<file path="config.mk">
export PLATFORM = sky130hd
export DESIGN_NAME = aha_tlx_pulse_pacer
export DESIGN_NICKNAME = d
export VERILOG_FILES = /design/src/rtl/aha_tlx_pkg.sv /design/src/rtl/aha_tlx_gap_timer.sv /design/src/rtl/aha_tlx_pulse_pacer.sv
export SDC_FILE = /design/constraint.sdc
export NUM_CORES = 1
export LEC_CHECK = 0
export CAP_MARGIN = 20
export CORE_MARGIN = 8
export CORE_UTILIZATION = 55
export CTS_BUF_LIST = sky130_fd_sc_hd__clkbuf_4 sky130_fd_sc_hd__clkbuf_8 sky130_fd_sc_hd__clkbuf_16
export CTS_CLUSTER_SIZE = 8
export DETAILED_ROUTE_END_ITERATION = 8
export PLACE_DENSITY_LB_ADDON = 0.15
export SLEW_MARGIN = 20
export SYNTH_ARGS = -nofsm -noshare
export SYNTH_HDL_FRONTEND = slang
export SYNTH_HIERARCHICAL = 1
export SYNTH_SLANG_ARGS = --single-unit
</file>
<file path="constraint.sdc">
create_clock -name CLK -period 8.7 [get_ports CLK]
set_input_delay 0.87 -clock CLK [delete_from_list [all_inputs] [get_ports CLK]]
set_output_delay 0.87 -clock CLK [all_outputs]
set_load 0.1 [all_outputs]
</file>
<file path="src/rtl/aha_tlx_pkg.sv">
// Shared definitions for the TLX pulse pacer: FSM encoding and parameter limits.
package aha_tlx_pkg;

  typedef enum logic {
    ST_IDLE = 1'b0,
    ST_GAP  = 1'b1
  } pacer_state_t;

  localparam int AHA_TLX_MIN_GAP_LIMIT = 2;

endpackage

</file>
<file path="src/rtl/aha_tlx_gap_timer.sv">
// Load/decrement down-counter that times the spacing interval after each emitted pulse.
module aha_tlx_gap_timer #(
  parameter int  MIN_GAP = 6,
  localparam int W       = $clog2(MIN_GAP)
) (
  input  logic         clk,
  input  logic         rst_n,
  input  logic         load,
  output logic [W-1:0] count,
  output logic         done,
  output logic         last
);

  localparam logic [W-1:0] LOAD_VAL = W'(MIN_GAP - 1);

  always_ff @(posedge clk or negedge rst_n) begin
    if (!rst_n) begin
      count <= '0;
    end else if (load) begin
      count <= LOAD_VAL;
    end else if (count != '0) begin
      count <= count - W'(1);
    end
  end

  assign done = (count == '0);
  // last lets the FSM leave GAP on the same edge the count reaches zero
  assign last = (count == W'(1));

endmodule

</file>
<file path="src/rtl/aha_tlx_pulse_pacer.sv">
// Paces single-cycle event strobes into pulses spaced MIN_GAP cycles apart.
// Optional sticky overflow flag: define AHA_TLX_PACER_OVF_EN.
module aha_tlx_pulse_pacer
  import aha_tlx_pkg::*;
#(
  parameter int CNT_W   = 8,
  parameter int MIN_GAP = 6
) (
  input  logic             CLK,
  input  logic             RESETn,
  input  logic             EVENT_IN,
  input  logic             CLR_OVF,
  output logic             PULSE_OUT,
  output logic [CNT_W-1:0] PENDING,
  output logic             BUSY,
  output logic             OVERFLOW
);

  localparam int               GAP_W    = $clog2(MIN_GAP);
  localparam logic [CNT_W-1:0] PEND_MAX = '1;

  if (MIN_GAP < AHA_TLX_MIN_GAP_LIMIT) begin : g_bad_gap
    $error("aha_tlx_pulse_pacer: MIN_GAP must be at least 2");
  end

  pacer_state_t     state_q;
  pacer_state_t     state_d;
  logic             emit;
  logic             saturated;
  logic             inc;
  logic             ovf_set;
  logic [GAP_W-1:0] gap_count;
  logic             gap_done;
  logic             gap_last;

  aha_tlx_gap_timer #(
    .MIN_GAP (MIN_GAP)
  ) u_gap_timer (
    .clk   (CLK),
    .rst_n (RESETn),
    .load  (emit),
    .count (gap_count),
    .done  (gap_done),
    .last  (gap_last)
  );

  always_ff @(posedge CLK or negedge RESETn) begin
    if (!RESETn) begin
      state_q <= ST_IDLE;
    end else begin
      state_q <= state_d;
    end
  end

  always_comb begin
    state_d = state_q;
    emit    = 1'b0;
    case (state_q)
      ST_IDLE: begin
        if (PENDING != '0) begin
          emit    = 1'b1;
          state_d = ST_GAP;
        end
      end
      ST_GAP: begin
        if (gap_last || gap_done) begin
          state_d = ST_IDLE;
        end
      end
      default: state_d = ST_IDLE;
    endcase
  end

  // an emit in the same cycle frees a slot, so a saturating event is still accepted
  assign saturated = (PENDING == PEND_MAX);
  assign inc       = EVENT_IN && (!saturated || emit);
  assign ovf_set   = EVENT_IN && saturated && !emit;

  always_ff @(posedge CLK or negedge RESETn) begin
    if (!RESETn) begin
      PENDING   <= '0;
      PULSE_OUT <= 1'b0;
    end else begin
      PULSE_OUT <= emit;
      case ({inc, emit})
        2'b10:   PENDING <= PENDING + CNT_W'(1);
        2'b01:   PENDING <= PENDING - CNT_W'(1);
        default: PENDING <= PENDING;
      endcase
    end
  end

  assign BUSY = (PENDING != '0) || (state_q == ST_GAP);

`ifdef AHA_TLX_PACER_OVF_EN
  always_ff @(posedge CLK or negedge RESETn) begin
    if (!RESETn) begin
      OVERFLOW <= 1'b0;
    end else if (ovf_set) begin
      OVERFLOW <= 1'b1;
    end else if (CLR_OVF) begin
      OVERFLOW <= 1'b0;
    end
  end
`else
  logic unused_ovf;
  assign unused_ovf = CLR_OVF | ovf_set;
  assign OVERFLOW   = 1'b0;
`endif

endmodule

</file>
# == Yosys cells after proc, flatten, opt, wreduce, memory -nomap -nowiden ==
# Index checks and enable logic that the tools add are counted.
# Widths: inputs -> output; s select.
# word_totals
regBits,13
memories,0
in_bits,4
mem_bits_ro,0
word_cells,29
mem_bits_rw,0
latchBits,0
output_inout_bits,11
# op_classes
muxes,7
n_lt_le_gt_ge,0
multipliers,0
shifts,0
n_addsub,3
bitwise,1
eq_ne,4
n_reduce_logical,10
div,0
# ops
op,count
$pmux 8 s2,1
$add 8x1->8 const B,1
$eq 8x8->1 const B,1
$reduce_bool 8->1,1
$sub 8x1->8 const B,1
$mux 3,2
$reduce_bool 2->1,2
$eq 3x1->1 const B,1
$logic_not 3->1,1
$logic_or 1x1->1,3
$mux 1,3
$reduce_bool 3->1,1
$sub 3x1->3 const B,1
$eq 2x1->1 const B,1
$eq 2x2->1 const B,1
$pmux 1 s2,1
$logic_and 1x1->1,1
$logic_not 1->1,1
$not 1->1,1

# == Logic depth before layout (Yosys ltp) ==
# Gate-level depths: netlist of the first run.
# depth
word_depth,7
ltp_mapped,10

# == Cells and area by module ==
# Netlist of the first run, hierarchy kept.
# modules_own_cells
module,cells_each,area_each_um2,instances
aha_tlx_pulse_pacer,72,713.2,1
aha_tlx_gap_timer,18,192.7,1

# == Least setup slack after synthesis of the first run ==
# OpenSTA, ideal clock, no wires.
# synth_path
path_kind,reg-to-reg
start,register PENDING[1]
end,register PENDING[6]
stages_incl_launch_ff,10
setup_ns,0.120
synth_period_minus_slack_ns,3.544
required_time_ns,8.580
setup_slack_ns,5.156
arrival_ns,3.424
cell_sequence,dfrtp_1 -> nor4_1 -> a21oi_2 -> nor2b_1 -> ha_1 -> nor2b_1 -> o31a_1 -> o21a_1 -> or3_1 -> a31o_2
# synth_via
elab_chain_len,7
word_cells_on_any_way,13
# synth_rtl
element,line,rtl
start: declaration,aha_tlx_pulse_pacer.sv:14,"output logic [CNT_W-1:0] PENDING,"
start signal: assignment,aha_tlx_pulse_pacer.sv:86,2'b10: PENDING <= PENDING + CNT_W'(1);
start signal: assignment,aha_tlx_pulse_pacer.sv:87,2'b01: PENDING <= PENDING - CNT_W'(1);
$reduce_bool 8->1 (*),aha_tlx_pulse_pacer.sv:60,if (PENDING != '0) begin
$mux 1 (*),aha_tlx_pulse_pacer.sv:60,
$mux 1 (*),aha_tlx_pulse_pacer.sv:58,case (state_q)
net emit,aha_tlx_pulse_pacer.sv:28,logic emit;
$logic_or 1x1->1,aha_tlx_pulse_pacer.sv:76,assign inc = EVENT_IN && (!saturated || emit);
$logic_and 1x1->1,aha_tlx_pulse_pacer.sv:76,
$eq 2x1->1 or $eq 2x2->1 (tied branches),aha_tlx_pulse_pacer.sv:85,"case ({inc, emit})"
$pmux 8 s2 or $reduce_bool 2->1 (tied branches),-,
# Mark *: on every way through the listed nets, which the timed path passes. The rest lies on a longest branch.
# A chain may end at the register's enable or synchronous reset.

# == Worst setup path after layout of the first run ==
# layout_path
start,register PENDING[1]
end,output port BUSY
# layout_via
elab_chain_len,2
# layout_rtl
element,line,rtl
$reduce_bool 8->1,aha_tlx_pulse_pacer.sv:93,assign BUSY = (PENDING != '0) || (state_q == ST_GAP);
$logic_or 1x1->1,aha_tlx_pulse_pacer.sv:93,
end: declaration,aha_tlx_pulse_pacer.sv:15,"output logic BUSY,"
# Every way passes these cells.

==> results of run 1 <==
## metal layers
| metal | global-route usage, % | wire length, um | up-vias |
|---|---|---|---|
| met5 | 0 | 0 | - |
| li1 | - | - | 348 |
| met3 | 1.573 | 94 | 0 |
| met4 | 5.155 | 0 | 0 |
| met2 | 16.93 | 754 | 18 |
| met1 | 15.88 | 848 | 322 |
## through the flow
| stage | utilization (%) | hold WS [ns] | instance area [um2] | std cells |
|---|---|---|---|---|
| finish | 69.38 | 0.5328 | 1057 | 120 |
| global route | 69.38 | 0.5604 | 1057 | 120 |
| CTS | 69.38 | 0.5323 | 1057 | 120 |
| detailed placement | 67.41 | 0.5133 | 1027 | 116 |
| global placement | 67.41 | 0.5037 | 1027 | 116 |
| floorplan | - | 0.4846 | 905.9 | 90 |
## critical path, stage by stage, from the launching register on
cell and delay (ns):
dfrtp_1 0.45, nor4_1 0.51, nand3b_1 0.12, clkdlybuf4s50_1 0.99
## layout by cell type, fill, tap and decap left out, drive strengths merged, types with 2 or more instances in the layout
cell type / count
a21o: 2
a21oi: 9
clkbuf: 4
clkdlybuf4s50: 12
dfrtp: 13
ha: 9
inv: 6
mux2i: 3
nand3: 2
nand4: 3
nor2: 10
nor2b: 6
nor4: 2
o21a: 2
o21ai: 3
xnor2: 3
xor2: 2
## path summary, 6_finish.rpt
path                                                    end  slack, ns  cells after the start
setup reg to reg                     PENDING[6]$_DFFE_PN0P_       5.50                      9
setup / recovery                                       BUSY       5.49                      3
min in group asynchronous               PULSE_OUT$_DFF_PN0_       0.96                      1
hold reg to reg                      PENDING[7]$_DFFE_PN0P_       0.53                      1
max in group asynchronous  u_gap_timer/count[1]$_DFFE_PN0P_       7.35                      1
hold / removal                       PENDING[7]$_DFFE_PN0P_       0.53                      1
## cells by family (layout without fill, tap and decap cells)
logic type                 after synthesis  after routing  share of synthesized area (%)
AOI/OAI and AO/OA                       21             21                          16.44
xor gates and xnor gates                 5              5                          4.835
adders and majority gates               10             10                          14.64
buffers and inverters                    8             22                          4.558
DFF                                     13             13                          35.91
muxes                                    4              4                          5.939
other                                    1              1                         0.4140
and+or+nand+nor                         28             28                          17.27
## registers in the layout, summed over array words and instances (netlist names)
register / count
PENDING: 8
PULSE_OUT: 1
state_q: 1
u_gap_timer/count: 3
## final cells by class
type	instances	area, um2
tap	16	20.02
clock buffer	4	30.03
inverter	6	22.52
fill	126	466.7
multi-input combinational	69	539.3
sequential	13	325.3
timing repair buffer	12	120.1
==> flow_summary_export.csv, run 1 <==
group,metric,value,unit
die,start_util,59.44,%
clock_tree,clkTransAtPathRegs,0.09,ns
grt,grt_overflow_total,0,
clock_tree,cts_root_buf,"clkbuf_4",
die,die_h,56.59,um
hold_path,hold_path_class,"register to register",
finish,drive_gt1_share,12.50,%
yosys,synth.area.top_cells,"dfrtp_1 36%, ha_1 12%, a21oi_2 4.8%",
setup_path,start_kind,"register",
yosys,syn_area,905.9,um2
clock_tree,postCtsSetupRepairBufs,0,
clock_tree,worstSkewPairLatency,0.28,ns
setup_path,startpoint,"PENDING[1]$_DFFE_PN0P_",
routing,drc_errors,0,
yosys,netlist_instances,90,
place,place_hpwl,1311,um
routing,viasPerCell,5.733,
setup_path,endpoint_kind,"output port",
finish,syn_to_final_growth,16.71,%
hold_path,hp-start,"PENDING[7]$_DFFE_PN0P_",
yosys,synth_top_area_share,35.91,%
sta,drv_slew,0,
yosys,synth.distinct_cells,33,
job,cap_violations,0,
place,place_ws,5.200,ns
sta,tightest_slew,0.9759,ns
sta,fmax,311.6,MHz
clock_tree,ctsResizeCount,0,
sta,grt_setup_unrepaired,"no",
die,num_rows,14,
sta,min_period_over_period,36.89,%
die,ios,15,
grt,grt_pass1_wl,3125,um
clock_tree,cts_buffer_depth,2,
grt,antenna_found_initial,0,
place,place_congestion,0.8224,
clock_tree,htree_levels,1,
yosys,synthArstFlopShare,100.0,%
yosys,synth.avg_cell_area,10.07,um2
sta,setup_violations,0,
sta,period_minus_slack,3.210,ns
clock_tree,hold_buffers,0,
sta,setup_slack,5.490,ns
sta,slew_headroom,34.74,%
sta,final_hold_viol_count,0,
die,fp.dieW,56.59,um
sta,setup_tns,0,ns
finish,diodes,0,
yosys,ys_top_cells_by_count,"13 x dfrtp_1, 10 x nor2_1, 9 x ha_1",
place,port_buffers,12,
yosys,synth_top_area_cell,"dfrtp_1",
routing,drtIter0Drc,13,
yosys,ys.flop_type,"dfrtp_1",
yosys,yosysWarnings,6,
grt,grt_usage,11.45,%
setup_path,worstSetupPathType,"register to output port",
yosys,synth_fp_nets,104,
die,fp.dieArea,0.003202,mm2
routing,antenna_left,0,
yosys,synth-edff-count,0,
routing,first_pass_iters,4,
clock_tree,cts_sinks,13,
run_status,status,"finished, final reports clean",
setup_path,critPathRequiredTime,7.83,ns
routing,num_vias,688,
setup_path,critPathArrivalTime,2.34,ns
sta,fin_skew,0.006957,ns
yosys,synth_seq_area_share,35.91,%
clock_tree,cts_buffers,3,
yosys,synth_most_common_cell,"dfrtp_1",
finish,fin_nets,119,
routing,wl_per_cell,14.14,um
routing,postRouteWirelength,1697,um
setup_path,r2r-start,"PENDING[1]$_DFFE_PN0P_",
yosys,yosys_register_bits,13,
grt,grt_max_degree,14,
grt,grt_pass1_vias,713,
clock_tree,cts_tree,"done",
die,core_area,0.001524,mm2
setup_path,critPathMaxFanout,6,
Power of run 1 is left out: the tool's default activity adds up to more than one toggle a clock period on the data nets, which glitch-free logic cannot reach.
==> run 2, diff against run 1 <==
CORE_UTILIZATION = 51   (was 55)
clock period = 3 ns   (was 8.7 ns; I/O delays follow)
==> run 2 against run 1 <==
Register-to-register slack got worse by 5.3 ns. Clock-buffer cell count is the same. Via count is 1.3% higher. First-iteration DRC count shrank 15%. Setup slack lost 5.3 ns. Global-route usage rose by 0.82 points. Sequential cell count stayed put. Core utilization shrank 5.1 points. Hold slack worse by 0.12 ns. Die area increased by 5.6%.
==> flow_summary_export.csv, run 2 (synthesized netlist as in run 1, its figures left out) <==
group,metric,value,unit
grt,grt_overflow_total,0,
routing,antenna_left,0,
place,place_congestion,0.7447,
finish,largestRegisters,"PENDING: 8 flops, u_gap_timer/count: 3 flops",
finish,drive_gt1_share,32.38,%
setup_path,critPathArrivalTime,3.00,ns
setup_path,path_buf_inv,0,
setup_path,crit_chain,"nor4_2 > a21oi_2 > nor2b_2 > ha_1 > nor2b_1 > o31a_1 > o21a_1 > or3_1 > a31o_2",
clock_tree,ctsResizeCount,0,
finish,syn_to_final_growth,21.27,%
clock_tree,cts_tree,"done",
finish,top_register,"PENDING",
clock_tree,clkTransAtPathRegs,0.08,ns
grt,grt_usage,12.27,%
job,cap_violations,0,
routing,postRouteWirelength,1835,um
sta,setup_violations,0,
clock_tree,postCtsSetupRepairBufs,0,
sta,fmax,352.9,MHz
finish,final_cell_mix,"10 x nor2_1, 10 x buf_4, 9 x ha_1, 8 x dfrtp_4, 6 x inv_1",
clock_tree,cts_buffers,3,
setup_path,max_stage_delay,0.52,ns
die,die_h,58.15,um
grt,grt_pass1_wl,3208,um
routing,viasPerCell,5.362,
setup_path,cp_slowest_cell,"dfrtp_4",
sta,setup_slack,0.1662,ns
die,core_area,0.001708,mm2
grt,grt_max_degree,14,
setup_path,endpoint_kind,"register",
routing,num_vias,697,
setup_path,path_delay_family,"simple AND/OR/NAND/NOR gates",
sta,hold_slack,0.4168,ns
grt,grt_pass1_vias,698,
clock_tree,cts_root_buf,"clkbuf_4",
sta,slew_headroom,35.50,%
hold_path,hold_path_class,"primary input to async pin",
routing,first_pass_iters,4,
place,port_buffers,12,
sta,grt_setup_unrepaired,"no",
grt,antenna_found_initial,0,
setup_path,critPathRequiredTime,3.17,ns
clock_tree,cts_sinks,13,
sta,fin_skew,0.004429,ns
finish,largest_reg_flops,8,
clock_tree,worstSkewPairLatency,0.27,ns
sta,tightest_slew,0.9644,ns
sta,period_minus_slack,2.834,ns
sta,setup_tns,0,ns
sta,min_period_over_period,94.46,%
routing,drtIter0Drc,11,
finish,fin_nets,120,
routing,wl_per_cell,14.12,um
die,start_util,53.04,%
finish,diodes,0,
clock_tree,htree_levels,1,
place,place_hpwl,1398,um
sta,final_hold_viol_count,0,
routing,drc_errors,0,
setup_path,start_kind,"register",
setup_path,critPathMaxFanout,8,
die,num_rows,15,
setup_path,worstSetupPathType,"register to register",
die,fp.dieW,58.15,um
place,place_ws,0.1202,ns
clock_tree,cts_buffer_depth,2,
run_status,status,"finished, final reports clean",
die,fp.dieArea,0.003381,mm2
sta,drv_slew,0,
die,ios,15,
clock_tree,hold_buffers,0,
[run 2: cell count changes in the layout (fill, tap and decap cells not counted)]
cell             delta
nor4_2              +2
dfrtp_4             +8
nor4_1              -2
nor2b_1             -1
dfrtp_1             -8
nor2b_2             +1
buf_4              +10
clkdlybuf4s50_1     -9
[run 2: metal layers]
layer	wire [um]	part of all wire, %	vias to the layer above	global-route usage (%)
met4	25	1.4	0	6.294
met5	0	0	-	0
li1	-	-	349	-
met3	74	4.0	4	3.974
met2	936	51	10	19.75
met1	799	44	334	14.18
[run 2: final timing paths]
check                                       start                               end  slack, ns  depth (start not counted)
min in group CLK                state_q$_DFF_PN0_                 state_q$_DFF_PN0_       0.54                          1
max in group asynchronous                  RESETn            PENDING[7]$_DFFE_PN0P_       2.11                          1
min                                        RESETn  u_gap_timer/count[2]$_DFFE_PN0P_       0.42                          1
max                        PENDING[1]$_DFFE_PN0P_            PENDING[6]$_DFFE_PN0P_       0.17                          9
max reg2reg                PENDING[1]$_DFFE_PN0P_            PENDING[6]$_DFFE_PN0P_       0.17                          9
min reg2reg                     state_q$_DFF_PN0_                 state_q$_DFF_PN0_       0.54                          1
[run 2: area by class of cell]
type	count	area (um2)
clock buffer	4	30.03
inverter	6	22.52
multi-input combinational	69	554.3
timing repair buffer	13	105.1
tap	25	31.28
fill	153	609.3
sequential	13	355.3
[run 2: per-stage QoR]
stage,util (%),cell area [um2],std cells
2_1_floorplan,-,944.7,90
3_3_place_gp,62.20,1062,126
3_5_place_dp,62.20,1062,126
4_1_cts,63.96,1092,130
5_1_grt,64.32,1099,130
6_report,64.32,1099,130
Power of run 2 is left out for the same reason.
==> run 3, diff against run 2 <==
CORE_MARGIN = not set   (was 8)
REMOVE_ABC_BUFFERS = 1   (was not set)
==> run 3 against run 2 <==
Final area shrank 1.0%. Hold slack worse by 0.016 ns. Register-to-register slack got worse by 0.02 ns. Critical path depth rose by 1. Critical path type unchanged. Largest cell class unchanged. Non-clock buffer count rose by 6. First-iteration DRC count down 45%. Routed wire length decreased by 7.0%. Core utilization up 4.6 points. Clock-buffer cell count unchanged.
==> flow_summary_export.csv, run 3 (synthesized netlist as in run 1, its figures left out) <==
group,metric,value,unit
finish,diodes,0,
clock_tree,hold_buffers,0,
die,start_util,57.46,%
grt,grt_usage,20.55,%
finish,final_common_cell,"buf_4",
run_status,status,"finished, final reports clean",
setup_path,cp_slowest_cell,"dfrtp_1",
clock_tree,cts_buffer_depth,2,
sta,fin_skew,0.002935,ns
routing,top_layer,"met4",
routing,postRouteWirelength,1706,um
grt,grt_max_degree,14,
clock_tree,cts_tree,"done",
clock_tree,htree_levels,1,
setup_path,max_stage_delay,0.43,ns
sta,tightest_slew,0.9557,ns
sta,hold_slack,0.4012,ns
setup_path,crit_top_cell,"nor2b_1",
setup_path,start_kind,"register",
finish,multiInputGateArea,539.3,um2
grt,grt_pass1_wl,2946,um
routing,first_pass_iters,6,
clock_tree,cts_sinks,13,
sta,grt_setup_unrepaired,"no",
finish,fin_nets,126,
sta,min_period_over_period,95.06,%
routing,antenna_left,0,
sta,drv_slew,0,
finish,final_cell_mix,"16 x buf_4, 13 x dfrtp_1, 10 x nor2_1, 9 x ha_1, 6 x inv_1",
finish,num-fill-cells,139,
routing,drtIter0Drc,6,
finish,drive_gt1_share,26.13,%
finish,largest_reg_flops,8,
finish,largestRegisters,"PENDING: 8 flops, u_gap_timer/count: 3 flops",
die,fp.dieW,44.15,um
sta,slew_headroom,36.09,%
grt,grt_overflow_total,0,
finish,syn_to_final_growth,20.03,%
setup_path,crit_chain,"nor4_1 > buf_4 > a21oi_2 > nor2b_1 > ha_1 > nor2b_1 > o31a_1 > o21a_1 > or3_1 > a31o_2",
setup_path,critPathMaxFanout,6,
grt,grt_pass1_vias,688,
die,die_h,44.15,um
routing,num_vias,719,
die,num_rows,14,
clock_tree,postCtsSetupRepairBufs,0,
clock_tree,cts_buffers,3,
routing,viasPerCell,5.661,
job,cap_violations,0,
sta,final_hold_viol_count,0,
setup_path,critPathRequiredTime,3.16,ns
routing,wl_met1,827,um
sta,period_minus_slack,2.852,ns
finish,top_register,"PENDING",
clock_tree,worstSkewPairLatency,0.27,ns
die,core_area,0.001577,mm2
setup_path,critPathArrivalTime,3.02,ns
clock_tree,cts_root_buf,"clkbuf_4",
routing,wl_met2,816,um
clock_tree,clkTransAtPathRegs,0.08,ns
routing,wl_per_cell,13.43,um
routing,wl_met3,48,um
place,place_congestion,0.8125,
finish,register_area,325.3,um2
routing,drc_errors,0,
die,ios,15,
place,port_buffers,12,
grt,antenna_found_initial,0,
die,fp.dieArea,0.001949,mm2
sta,setup_violations,0,
place,place_hpwl,1330,um
hold_path,hold_path_class,"primary input to async pin",
setup_path,worstSetupPathType,"register to register",
clock_tree,ctsResizeCount,0,
setup_path,endpoint_kind,"register",
sta,fmax,350.7,MHz
-- run 3: changes by cell type in the layout (fill, tap and decap cells not counted) --
cell	before	now
dfrtp_1	5	13
nor4_1	0	2
nor2b_2	2	1
dfrtp_4	8	0
nor4_2	2	0
nor2b_1	4	5
buf_4	10	16
-- run 3: cell type report --
| cell class | count | share of cell area [%] |
|---|---|---|
| clock buffer | 4 | 2.762 |
| sequential | 13 | 29.92 |
| inverter | 6 | 2.071 |
| tap | 16 | 1.841 |
| timing repair buffer | 19 | 13.81 |
| multi-input combinational | 69 | 49.60 |
-- run 3: per-stage QoR --
step | worst slack (ns) | util, % | cell area, um2 | setup TNS, ns | std cells
after floorplan | -0.5443 | - | 887.1 | -1.174 | 88
after global placement | 0.2190 | 67.06 | 1057 | 0 | 123
after detailed placement | 0.1808 | 67.06 | 1057 | 0 | 123
after CTS | 0.1648 | 68.97 | 1087 | 0 | 127
after global routing | 0.02954 | 68.97 | 1087 | 0 | 127
final | 0.1483 | 68.97 | 1087 | 0 | 127
-- run 3: worst max-delay path, delay by kind of cell, from the launching register on --
family / cells / cell delay, ns
buffers and inverters: 1 / 0.18
adder cells (fa/ha/maj): 1 / 0.35
AND/OR/NAND/NOR: 4 / 1.05
flip-flops: 1 / 0.43
AO/OA/AOI/OAI: 4 / 0.72
-- run 3: worst paths after layout --
path	cells past startpoint	start	endpoint	slack (ns)
worst max-delay path	10	PENDING[7]$_DFFE_PN0P_	PENDING[6]$_DFFE_PN0P_	0.15
worst min-delay path	1	RESETn	u_gap_timer/count[1]$_DFFE_PN0P_	0.40
worst max register to register	10	PENDING[7]$_DFFE_PN0P_	PENDING[6]$_DFFE_PN0P_	0.15
worst min register to register	1	state_q$_DFF_PN0_	state_q$_DFF_PN0_	0.52
max in group asynchronous	1	RESETn	PENDING[4]$_DFFE_PN0P_	2.21
min in group CLK	1	state_q$_DFF_PN0_	state_q$_DFF_PN0_	0.52
-- run 3: per-layer routing --
metal | GRT usage (%) | vias up
met5 | 0 | -
met4 | 5.455 | 0
met3 | 3.673 | 2
met2 | 33.82 | 14
met1 | 27.94 | 342
li1 | - | 361
Power of run 3 is left out for the same reason.
